===== src/rtl/strand_assembler.sv =====
// Serial quaternary-digit strand assembler: packs digits left-justified into a 2*N-bit word
// and classifies the strand as full, single-deletion or bad. Optional stats: STRAND_ASSEMBLER_STATS_EN.
module strand_assembler #(
  parameter int N  = 98,
  parameter int CW = 7
) (
  input  logic            clk,
  input  logic            rst,
  input  logic            dig_valid,
  output logic            dig_ready,
  input  logic [1:0]      dig_data,
  input  logic            dig_last,
  input  logic            strand_rev,
  output logic            out_valid,
  input  logic            out_ready,
  output logic [2*N-1:0]  word_out,
  output logic            out_del,
  output logic            out_rev,
  output logic            out_err,
  output logic [CW-1:0]   digit_cnt
`ifdef STRAND_ASSEMBLER_STATS_EN
  ,
  input  logic            clr_stats,
  output logic [15:0]     cnt_full,
  output logic [15:0]     cnt_del,
  output logic [15:0]     cnt_err
`endif
);

  typedef enum logic [1:0] {IDLE, COLLECT, OUT, DRAIN} state_t;

  localparam logic [CW-1:0] N_C  = CW'(N);
  localparam logic [CW-1:0] N1_C = CW'(N - 1);

  state_t          state, state_nxt;
  logic [2*N-1:0]  word_nxt;
  logic [CW-1:0]   cnt_nxt;
  logic [CW-1:0]   cnt_inc;
  logic            del_nxt, rev_nxt, err_nxt;
  logic            accept, handshake;

  assign cnt_inc = digit_cnt + CW'(1);

  always_comb begin
    state_nxt = state;
    word_nxt  = word_out;
    cnt_nxt   = digit_cnt;
    del_nxt   = out_del;
    rev_nxt   = out_rev;
    err_nxt   = out_err;
    dig_ready = (state != OUT);
    out_valid = (state == OUT);
    accept    = dig_valid && dig_ready;
    handshake = out_valid && out_ready;

    case (state)
      IDLE: begin
        if (accept) begin
          word_nxt            = '0;
          word_nxt[2*N-1 -: 2] = dig_data;
          cnt_nxt             = CW'(1);
          rev_nxt             = strand_rev;
          del_nxt             = 1'b0;
          err_nxt             = dig_last;
          state_nxt           = dig_last ? OUT : COLLECT;
        end
      end
      COLLECT: begin
        if (accept) begin
          // Digit slot selected by the running count; constant slices keep the mux explicit.
          for (int unsigned k = 0; k < N; k++) begin
            if (digit_cnt == CW'(k)) word_nxt[2*N-1-2*k -: 2] = dig_data;
          end
          cnt_nxt = cnt_inc;
          if (dig_last) begin
            del_nxt   = (cnt_inc == N1_C);
            err_nxt   = (cnt_inc != N_C) && (cnt_inc != N1_C);
            state_nxt = OUT;
          end else if (cnt_inc == N_C) begin
            err_nxt   = 1'b1;
            state_nxt = DRAIN;
          end
        end
      end
      DRAIN: begin
        if (accept) begin
          cnt_nxt = N_C;
          if (dig_last) begin
            err_nxt   = 1'b1;
            del_nxt   = 1'b0;
            state_nxt = OUT;
          end
        end
      end
      OUT: begin
        if (handshake) begin
          state_nxt = IDLE;
          cnt_nxt   = '0;
        end
      end
      default: state_nxt = IDLE;
    endcase
  end

  always_ff @(posedge clk) begin
    if (rst) begin
      state     <= IDLE;
      word_out  <= '0;
      digit_cnt <= '0;
      out_del   <= 1'b0;
      out_rev   <= 1'b0;
      out_err   <= 1'b0;
    end else begin
      state     <= state_nxt;
      word_out  <= word_nxt;
      digit_cnt <= cnt_nxt;
      out_del   <= del_nxt;
      out_rev   <= rev_nxt;
      out_err   <= err_nxt;
    end
  end

`ifdef STRAND_ASSEMBLER_STATS_EN
  always_ff @(posedge clk) begin
    if (rst || clr_stats) begin
      cnt_full <= '0;
      cnt_del  <= '0;
      cnt_err  <= '0;
    end else if (handshake) begin
      if (out_err) begin
        if (cnt_err != '1) cnt_err <= cnt_err + 16'd1;
      end else if (out_del) begin
        if (cnt_del != '1) cnt_del <= cnt_del + 16'd1;
      end else begin
        if (cnt_full != '1) cnt_full <= cnt_full + 16'd1;
      end
    end
  end
`endif

endmodule

===== config.mk =====
export PLATFORM = sky130hd
export DESIGN_NAME = strand_assembler
export DESIGN_NICKNAME = d
export VERILOG_FILES = /design/src/rtl/strand_assembler.sv
export SDC_FILE = /design/constraint.sdc
export NUM_CORES = 1
export LEC_CHECK = 0
export BUFFER_PORTS_ARGS = -buffer_cell sky130_fd_sc_hd__buf_2
export CAP_MARGIN = 20
export CORE_MARGIN = 5
export CORE_UTILIZATION = 40
export CTS_BUF_LIST = sky130_fd_sc_hd__clkbuf_2
export CTS_CLUSTER_DIAMETER = 30
export CTS_CLUSTER_SIZE = 30
export DETAILED_ROUTE_END_ITERATION = 16
export GPL_ROUTABILITY_DRIVEN = 0
export PLACE_DENSITY = 0.73
export SYNTH_ARGS = -nofsm -noshare
export SYNTH_HDL_FRONTEND = slang
export SYNTH_SLANG_ARGS = --single-unit

===== constraint.sdc =====
create_clock -name clk -period 5.84 [get_ports clk]
set_input_delay 0.292 -clock clk [delete_from_list [all_inputs] [get_ports clk]]
set_output_delay 0.292 -clock clk [all_outputs]
set_load 0.005 [all_outputs]

==> run summary <==
Status: completed
Worst Hold Class: input port to flip-flop
H-Tree Depth: 2
Number of remaining DRC errors: 0
CP Max Fanout: 11
Max clock buf depth: 3
Layout Nets: 1,287
Dpl hpwl: 16,900 um
Post-synthesis cell type count: 40
Clock buffer count from CTS: 45
Ant. Diodes: 0
Worst-Skew Late Latency: 0.82 ns
Commonest non-fill, non-tap cells in the layout: buf_2 (214), dfxtp_1 (207), nand2_1 (178)
Cell Pwr Density: 283 nW/um^2
RSZ-0062 raised after global routing: no
Pre-CTS setup slack: 2.66 ns
Max frequency: 0.333 GHz
Clock-pin slew on the worst setup and hold paths: 0.14 ns
Final core occ: 0.492
Vias: 8,273
Synth Instances: 1,093
Initial antenna violation count: 0
Initial DRT Pass Iterations: 4
PortBufs: 215
Row cnt: 54
Crit path DAT: 3.68 ns
Layout cells sized above 1: 0.238
Req. time, crit path: 6.52 ns
Async SR Flop Fraction: 0
Rel. slew slack: 0.383
Synth top area share: 0.470
Post-synthesis sequential area ratio: 0.470
Final wirelength: 26,300 um
Slew @ Worst Pin: 0.925 ns
Initial core utilization: 0.406
Final min period: 3.00 ns
Family with the most delay on the worst path: simple AND/OR/NAND/NOR gates
Die area: 25,200 sq um
# clock sinks: 208
Crit path cell chain: ha_1 > nand3_1 > or3b_1 > a222oi_1 > a211oi_1 > nor4_2
Initial DRC count: 525
Endpoints failing setup: 0
Critical Path End Type: flip-flop
Postcts setup bufs: 0
Hold_ws: 0.330 ns
Post-route ant nets: 0
Slowest CP cell: dfxtp_1
Commonest non-fill, non-tap cell in the layout: buf_2
Largest area contributor in the netlist: dfxtp_1
Vias in the first global route: 7,886
Die H: 159 um
Seq. cell area: 4170 sq um
Overall power: 0.00304 W
CP Launch Type: flip-flop
Setup Skew: 0.0593 ns
Area growth from synthesis to layout: 21.0%
Peak per-stage delay on the critical path: 0.56 ns
Critical path type: flip-flop to flip-flop
Post-synth top flop: dfxtp_1
Max capacitance violation total: 0
Syn Area/Cell: 8.11 sq um
Fin crit share: 0.513
Via density: 5.20
Worst ir drop on vdd: 0.000154 V
CP bufs+invs: 0
Area of the multi-input gates: 4330 sq um
Largest net degree at the start of global routing: 132
Post-Synthesis Cell Area: 8870 sq um
Core footprint: 21,800 sq um
Die width: 159 um
Final hold viol count: 0
First-pass GRT wire length: 42,100 um
Fin Setup TNS: 0 ns
CTS tree: built
YS warnings: 0
All-Layer GR Usage: 0.198
Wirelength per Cell: 16.5 um
Remaining Overflow, GRT: 0
Root buffer cell: clkbuf_2
Worst Setup Slack, final: 2.84 ns
Synth top area cells: dfxtp_1 (47%), mux2i_1 (13%), nand2_1 (7.5%)
#FFs+latches synth: 208
EDFF count, synth: 0
Fill count: 2,112
Max-slew violation count: 0
Syn Nets: 1,106
# IOs: 216
Leakage power figure: 4.99 nW
==> stage by stage <==
stage | cells | cell area (sq um)
2_1_floorplan | 1093 | 8870
3_3_place_gp | 1496 | 9970
3_5_place_dp | 1496 | 9970
4_1_cts | 1588 | 10700
5_1_grt | 1590 | 10700
6_report | 1590 | 10700
==> worst min-delay path: stages <==
cell	delay (ns)
dlygate4sd3_1	0.54
buf_2	0.13
nand2_1	0.05
a21oi_1	0.06
==> layout make-up <==
type / count / area share
clock buffer: 48 / 0.0224
clock inverter: 35 / 0.0354
inverter: 4 / 0.00140
multi-input combinational: 787 / 0.404
sequential: 208 / 0.388
tap: 280 / 0.0326
timing repair buffer: 228 / 0.116
==> sequential cells by signal (all words and copies together) (netlist names) <==
name       count
digit_cnt      7
out_rev        1
out_err        1
state          2
word_out     196
out_del        1
==> path summary, 6_finish.rpt <==
kind | end | cells after the start | slack (ns) | start
worst min register to register | word_out[171] | 2 | 0.46 | word_out[171]
worst max register to register | state[1] | 6 | 2.84 | digit_cnt[0]
worst min-delay path | out_rev | 4 | 0.33 | strand_rev
worst max-delay path | state[1] | 6 | 2.84 | digit_cnt[0]
==> per-layer routing <==
| layer | global-route usage | routed length, um | vias to the layer above |
|---|---|---|---|
| li1 | - | - | 4103 |
| met1 | 0.256 | 11600 | 3805 |
| met2 | 0.313 | 11500 | 311 |
| met3 | 0.0726 | 2530 | 54 |
| met4 | 0.0512 | 584 | 0 |
| met5 | 0 | 0 | - |
==> power by group <==
part | leakage [nW] | switching, W | internal (W) | total (W)
registers | 1.68 | 0.0000308 | 0.00146 | 0.00149
clock network | 0.362 | 0.000660 | 0.000546 | 0.00121
logic | 2.95 | 0.000223 | 0.000127 | 0.000350
==> synthesized netlist by cell type (5+ instances only) <==
cell type and number:
nand3b_1 14, dfxtp_1 208, nor3b_1 5, nor2_1 138
or3b_2 6, buf_2 12, nand2_1 178, o21ai_0 94
a21oi_1 106, mux2i_1 114, ha_1 5, clkbuf_1 72
buf_1 8, nand3_1 91
==> kinds of logic after synthesis <==
kind of cell             Yosys count  share of synthesized area
AND/OR/NAND/NOR                  454                      0.225
XOR/XNOR                           1                   0.000988
adder cells (fa/ha/maj)            5                    0.00705
buffers and inverters             98                     0.0442
multiplexers                     114                      0.129
flip-flops                       208                      0.470
AO/OA/AOI/OAI                    213                      0.125
==> what timing repair did <==
action | in CTS | in global routing
endpoints found under the setup margin | 0 | 0
hold buffers | 9 | 0
hold endpoints to repair | 62 | 0
gates resized for setup | 0 | 0
No activity file was read; power rests on OpenSTA's default activity.
